--- src/rtl/chunked_serial_adder.sv ---
// Multi-cycle adder: sums two WIDTH-bit operands CHUNK bits per clock, rippling the carry through a register.
// Optional subtract mode (i_sub port) is enabled by defining CHUNKED_ADDER_SUB_EN.
module chunked_serial_adder #(
  parameter int WIDTH = 32,
  parameter int CHUNK = 4
) (
  input  logic             clk,
  input  logic             rst_n,
  input  logic             i_start,
  input  logic [WIDTH-1:0] i_a,
  input  logic [WIDTH-1:0] i_b,
  input  logic             i_cin,
`ifdef CHUNKED_ADDER_SUB_EN
  input  logic             i_sub,
`endif
  output logic             o_busy,
  output logic             o_done,
  output logic [WIDTH-1:0] o_s,
  output logic             o_cout,
  output logic             o_ovf
);

  localparam int NCHUNK = WIDTH / CHUNK;
  localparam int CNT_W  = (NCHUNK > 1) ? $clog2(NCHUNK) : 1;
  localparam logic [CNT_W-1:0] LAST_CNT = CNT_W'(NCHUNK - 1);

  generate
    if ((WIDTH % CHUNK) != 0 || CHUNK < 1) begin : g_bad_chunk
      $error("chunked_serial_adder: CHUNK must divide WIDTH");
    end
  endgenerate

  typedef enum logic [1:0] {
    ST_IDLE = 2'd0,
    ST_RUN  = 2'd1,
    ST_DONE = 2'd2
  } state_t;

  state_t             r_state;
  state_t             w_state_next;
  logic [WIDTH-1:0]   r_a;
  logic [WIDTH-1:0]   r_b;
  logic [WIDTH-1:0]   r_s;
  logic               r_carry;
  logic               r_cout;
  logic               r_ovf;
  logic [CNT_W-1:0]   r_cnt;

  logic               w_accept;
  logic               w_last;
  logic [WIDTH-1:0]   w_b_load;
  logic               w_cin_load;
  logic [WIDTH-1:0]   w_a_shift;
  logic [WIDTH-1:0]   w_b_shift;
  logic [CHUNK-1:0]   w_a_chunk;
  logic [CHUNK-1:0]   w_b_chunk;
  logic [CHUNK:0]     w_sum;
  logic               w_c_msb;
  logic [WIDTH-1:0]   w_s_next;

`ifdef CHUNKED_ADDER_SUB_EN
  // Subtraction is A + ~B + 1; the forced carry replaces Cin.
  assign w_b_load   = i_sub ? ~i_b : i_b;
  assign w_cin_load = i_sub | i_cin;
`else
  assign w_b_load   = i_b;
  assign w_cin_load = i_cin;
`endif

  assign w_accept  = i_start && (r_state != ST_RUN);
  assign w_last    = (r_cnt == LAST_CNT);

  assign w_a_shift = r_a >> (32'(r_cnt) * CHUNK);
  assign w_b_shift = r_b >> (32'(r_cnt) * CHUNK);
  assign w_a_chunk = w_a_shift[CHUNK-1:0];
  assign w_b_chunk = w_b_shift[CHUNK-1:0];
  assign w_sum     = {1'b0, w_a_chunk} + {1'b0, w_b_chunk} + {{CHUNK{1'b0}}, r_carry};
  // Carry into the chunk MSB recovered from the MSB sum bit; on the last chunk this is the carry into bit WIDTH-1.
  assign w_c_msb   = w_a_chunk[CHUNK-1] ^ w_b_chunk[CHUNK-1] ^ w_sum[CHUNK-1];

  always_comb begin
    w_s_next = r_s;
    for (int k = 0; k < NCHUNK; k++) begin
      if (int'(r_cnt) == k) begin
        w_s_next[k*CHUNK +: CHUNK] = w_sum[CHUNK-1:0];
      end
    end
  end

  always_ff @(posedge clk or negedge rst_n) begin
    if (!rst_n) begin
      r_state <= ST_IDLE;
    end else begin
      r_state <= w_state_next;
    end
  end

  always_comb begin
    w_state_next = r_state;
    o_busy       = 1'b0;
    o_done       = 1'b0;
    case (r_state)
      ST_IDLE: begin
        if (i_start) w_state_next = ST_RUN;
      end
      ST_RUN: begin
        o_busy = 1'b1;
        if (w_last) w_state_next = ST_DONE;
      end
      ST_DONE: begin
        o_done       = 1'b1;
        w_state_next = i_start ? ST_RUN : ST_IDLE;
      end
      default: w_state_next = ST_IDLE;
    endcase
  end

  always_ff @(posedge clk or negedge rst_n) begin
    if (!rst_n) begin
      r_a     <= '0;
      r_b     <= '0;
      r_s     <= '0;
      r_carry <= 1'b0;
      r_cout  <= 1'b0;
      r_ovf   <= 1'b0;
      r_cnt   <= '0;
    end else if (w_accept) begin
      r_a     <= i_a;
      r_b     <= w_b_load;
      r_carry <= w_cin_load;
      r_cnt   <= '0;
    end else if (r_state == ST_RUN) begin
      r_s     <= w_s_next;
      r_carry <= w_sum[CHUNK];
      r_cnt   <= r_cnt + 1'b1;
      if (w_last) begin
        r_cout <= w_sum[CHUNK];
        r_ovf  <= w_c_msb ^ w_sum[CHUNK];
      end
    end
  end

  assign o_s    = r_s;
  assign o_cout = r_cout;
  assign o_ovf  = r_ovf;

endmodule

--- config.mk ---
export PLATFORM = sky130hd
export DESIGN_NAME = chunked_serial_adder
export DESIGN_NICKNAME = d
export VERILOG_FILES = /design/src/rtl/chunked_serial_adder.sv
export SDC_FILE = /design/constraint.sdc
export NUM_CORES = 1
export LEC_CHECK = 0
export CORE_UTILIZATION = 39
export DETAILED_ROUTE_END_ITERATION = 10
export PLACE_DENSITY = 0.75
export SLEW_MARGIN = 25
export SYNTH_ARGS = -nofsm -noshare
export SYNTH_HDL_FRONTEND = slang
export SYNTH_SLANG_ARGS = --single-unit
--- constraint.sdc ---
create_clock -name clk -period 3.75 [get_ports clk]
set_clock_uncertainty 0.2 [all_clocks]
set_input_delay 0.5625 -clock clk [delete_from_list [all_inputs] [get_ports clk]]
set_output_delay 0.5625 -clock clk [all_outputs]
set_load 0.03 [all_outputs]
After elaboration in Yosys (flattened, before gate mapping)
Cells that the tools add are included.

Flip-flop bits (word level): 104. Input bits: 68. Output and inout bits: 36. Word-level logic and storage cells: 61.

Add/sub/neg operators: 3. Equality and inequality tests: 13. Shift operators: 2. Multiplexer cells: 10. Bitwise operators: 4. Reductions and logical operators: 14.

Operator list (count): 32-bit by 5-bit >> shifter with 4-bit output (2); 3-bit AND reduction (9); 3-bit == test (second input constant) (5); 3-bit by 2-bit == test with 1-bit output (second input constant) (2); 3-bit two-way mux (2); 2-bit one-hot mux with 3 select lines (1); 4-bit by 4-bit adder with 5-bit output (1); 5-bit by 1-bit adder with 5-bit output (1); 1-bit two-way mux (5); 2-bit two-way mux (2); 2-bit != test (second input constant) (2); 3-bit by 1-bit adder with 3-bit output (second input constant) (1); 3-bit by 1-bit == test with 1-bit output (second input constant) (1); 3-bit logical NOT (1); 1-bit bitwise XOR (3); 2-bit by 1-bit == test with 1-bit output (second input constant) (1); 2-bit == test (second input constant) (1); 2-bit logical NOT (1); 2-bit by 1-bit != test with 1-bit output (second input constant) (1); 2-bit AND reduction (1); 2-bit nonzero test (1); 1-bit logical AND (1); 1-bit inverter (1).

Longest topological paths before layout
Depth after elaboration: 5. Gate-level depth with buffers: 11. Mapped depth without buffers: 9.

Least setup slack after synthesis
OpenSTA, ideal clock, no wires.

Path type: register to register. From: reg r_cnt[0]. To: reg r_ovf, in the netlist o_ovf. Setup time: 0.126 ns. Arrival time: 2.750 ns. Required time: 3.424 ns. Setup slack: 0.674 ns. Cell stages (with the launch flop): 12. Path buffers: 2. Period minus slack after synthesis: 3.076 ns. Cells stage by stage: dfrtp_1 buf_6 buf_6 mux4_1 nand2_1 nand2_1 fa_1 fa_1 a21o_1 a21oi_1 xnor2_1 o21ai_0.

Longest elaborated chain between the ends: 5. Elaborated cells on any way between the ends: 9. Classes of those cells: add/sub: 2; eq/ne: 1; shift: 2; bitwise: 3; reduce/logical: 1.

RTL lines: start: declaration (line 47) `logic [CNT_W-1:0] r_cnt;`; start signal: assignment (line 135) `r_cnt <= r_cnt + 1'b1;`; 32-bit by 5-bit >> shifter with 4-bit output (on tied branches) (line 73, 74); 4-bit by 4-bit adder with 5-bit output (line 77) `assign w_sum = {1'b0, w_a_chunk} + {1'b0, w_b_chunk} + {{CHUNK{1'b0}}, r_carry};`; 5-bit by 1-bit adder with 5-bit output (line 77); 1-bit bitwise XOR (line 79) `assign w_c_msb = w_a_chunk[CHUNK-1] ^ w_b_chunk[CHUNK-1] ^ w_sum[CHUNK-1];`; 1-bit bitwise XOR (line 138) `r_ovf <= w_c_msb ^ w_sum[CHUNK];`; end signal: assignment (line 138); end: declaration (line 46) `logic r_ovf;`.

Parallel ways exist; a longest one is shown, timed or not. A chain may end at the register's enable or synchronous reset.

Worst setup path in the final report
Same ends and word-level chain as after synthesis.

==> results.txt <==
total routed wirelength -> 9730 µm
clock buffer depth -> 2
synthesized flop and latch total -> 104
worst reg2reg path depth -> 10
Overflow after GRT -> 0
final period demand of the worst path -> 3.18 ns
Setup TNS -> 0 ns
drt pass-1 iters -> 4
DIE WIDTH -> 113 µm
initial core utilization -> 0.400
CP Launch Type -> flop
Peak VDD IR -> 0.000665 V
overall routing resource usage -> 0.168
Die Y -> 113 µm
CTS resizes -> 0
DP HPWL -> 7260 µm
Crit Path Class -> flop to flop
Vias/cell -> 5.08
number of post-CTS setup repair buffers -> 0
Yosys cell types -> 35
Least-Margin Pin Slew -> 0.683 ns
area of the multi-input gates -> 1960 µm²
R2R Path End -> o_ovf
Finish-stage setup viols -> 0
worst path arrival time -> 3.22 ns
Final Max Slew Viols -> 0
fillers -> 1042
reg2reg start -> r_cnt[0]
final hold viol count -> 0
I/O pin count -> 104
syn_area_per_cell -> 15.0 µm²
CTS hold repair buffers -> 0
fin util -> 0.514
Worst path slowest cell -> mux4_1
Slew Limit Headroom -> 0.543
DR vias -> 2934
status -> completed
commonest cells after routing, fill and taps aside -> dfrtp_1 (104), clkdlybuf4s50_1 (102), mux2_2 (79)
CTS Buf Count -> 9
fin nets -> 505
DRT iter0 DRCs -> 91
die area -> 12800 µm²
CTS root buf -> clkbuf_16
sequential cell area -> 2600 µm²
Synth Cell Area -> 4800 µm²
Antenna Violating Nets Remaining -> 0
HP Class -> input pin to asynchronous set/reset pin
Antenna diodes -> 0
CP Cell Sequence -> buf_4 > mux4_1 > nand2_1 > nand2_1 > fa_1 > fa_1 > a21o_1 > a21oi_1 > xnor2_1 > o21ai_0
Req. time, crit path -> 3.79 ns
row count -> 40
post-synth top area cell -> dfrtp_1
global-route wire length before repair -> 16200 µm
Clock transition at path regs -> 0.07 ns
commonest non-fill, non-tap cell in the layout -> dfrtp_1
Synth area leaders -> dfrtp_1 (54%), mux2_2 (19%), mux4_1 (6.0%), nand2_1 (2.9%), ha_1 (2.3%)
Mapped Nets -> 400
register area share after synthesis -> 0.542
core area -> 12000 µm²
top-area cell type share of the netlist area -> 0.542
layout cells sized above 1 -> 0.290
Max Cap Viol -> 0
Crit path largest cell delay -> 0.59 ns
initial antenna violation count -> 0
final worst path period share -> 0.847
RSZ-0062 raised after global routing -> no
Synth-to-Final Area Change -> 28.7%
fmax -> 0.315 GHz
CTS tree -> done
insertion delay to the later sink of the worst-skew pair -> 0.35 ns
worst-path maximum fanout -> 12
static leakage -> 2.67 nW
IO Port Bufs -> 103
Avg WL per Cell -> 16.8 µm
largest net degree at the start of global routing -> 54
DRC -> 0
gp weighted congestion -> 0.786
vias in the first global route -> 3126
H-tree levels -> 3
synth warn -> 0
flop2flop setup slack -> 0.57 ns
cell count after synthesis -> 321
TritonCTS Sinks -> 104
pwr dens -> 1030 nW/µm²
crit path capture type -> flop
layer usage:
layer	track usage	vias up	share of wire
met5	0	-	0
met2	0.274	79	0.48
met3	0.0262	13	0.036
li1	-	1363	-
met1	0.219	1479	0.46
met4	0.0842	0	0.021
worst max-delay path, delay by kind of cell, from the launching register on:
kind	cells	cell delay, ns
multiplexers	1	0.59
adder cells (fa/ha/maj)	2	0.86
flip-flops	1	0.35
AO/OA/AOI/OAI	3	0.51
XOR/XNOR	1	0.15
buffers and inverters	1	0.24
AND/OR/NAND/NOR	2	0.16
where the power goes:
| group | total (mW) | switching, mW | leakage, nW | internal (mW) |
|---|---|---|---|---|
| sequential | 2.01 | 0.315 | 1.24 | 1.70 |
| clock | 0.945 | 0.410 | 0.145 | 0.535 |
| combinational | 3.40 | 1.74 | 1.28 | 1.66 |
| total | 6.36 | 2.46 | 2.67 | 3.89 |
through the flow:
stage               cell area [µm²]  setup WS, ns  total power, mW  cells  hold WS, ns
floorplan                      4800         0.674             4.41    321       0.0669
global placement               5880         0.688             5.36    562        0.260
detailed placement             5880         0.588             5.49    562        0.274
CTS                            6180         0.561             6.44    578       0.0599
global route                   6180         0.403             6.81    578       0.0952
finish                         6180         0.574             6.36    578       0.0462
kinds of logic (layout without fill, tap and decap cells):
logic type / after synthesis / count (layout) / synth area share
buffers and inverters: 24 / 134 / 0.0503
flip-flops: 104 / 104 / 0.542
AO/OA/AOI/OAI: 25 / 25 / 0.0292
multiplexers: 99 / 99 / 0.282
adder cells (fa/ha/maj): 11 / 11 / 0.0318
XOR/XNOR: 4 / 4 / 0.00730
AND/OR/NAND/NOR: 54 / 54 / 0.0571
state kept, by name (all words and copies together) (netlist names):
| register | cells |
|---|---|
| r_cnt | 3 |
| r_b | 32 |
| r_state | 2 |
| o_ovf | 1 |
| o_cout | 1 |
| r_carry | 1 |
| o_s | 32 |
| r_a | 32 |
worst max-delay path by stage:
| stage | startpoint | end | slack, ns | cells after the start |
|---|---|---|---|---|
| 2_1_floorplan | r_cnt[0] | o_ovf | 0.67 | 11 |
| 3_3_place_gp | r_cnt[0] | o_ovf | 0.69 | 10 |
| 3_5_place_dp | r_cnt[0] | o_ovf | 0.59 | 10 |
| 4_1_cts | r_cnt[0] | o_ovf | 0.56 | 10 |
| 5_1_grt | r_cnt[0] | o_ovf | 0.40 | 10 |
| 6_report | r_cnt[0] | o_ovf | 0.57 | 10 |
layout make-up:
class | instances | share of cell area
clock buffer | 11 | 0.0393
clock inverter | 5 | 0.00911
inverter | 6 | 0.00446
multi-input combinational | 193 | 0.317
sequential | 104 | 0.421
tap | 147 | 0.0298
timing repair buffer | 112 | 0.179
cell usage after synthesis:
library cell,n
xor2_1,1
ha_1,9
nand3_4,2
xnor2_1,3
o21ai_0,14
mux2_2,79
clkbuf_8,6
mux4_1,11
a21o_1,2
and3_4,1
buf_12,1
a211oi_1,1
nand2b_1,1
inv_6,1
a21oi_1,5
nand2_2,2
o31ai_1,1
clkbuf_2,2
nand2_4,1
nand2_1,37
nand3_2,1
inv_1,4
mux4_2,4
nor2_1,3
fa_1,2
mux2_4,4
a21oi_2,1
dfrtp_1,104
nand3_1,2
mux4_4,1
buf_6,9
nor2b_1,2
inv_2,1
and3_2,2
o22ai_1,1
Power figures use the tool's default switching activity.
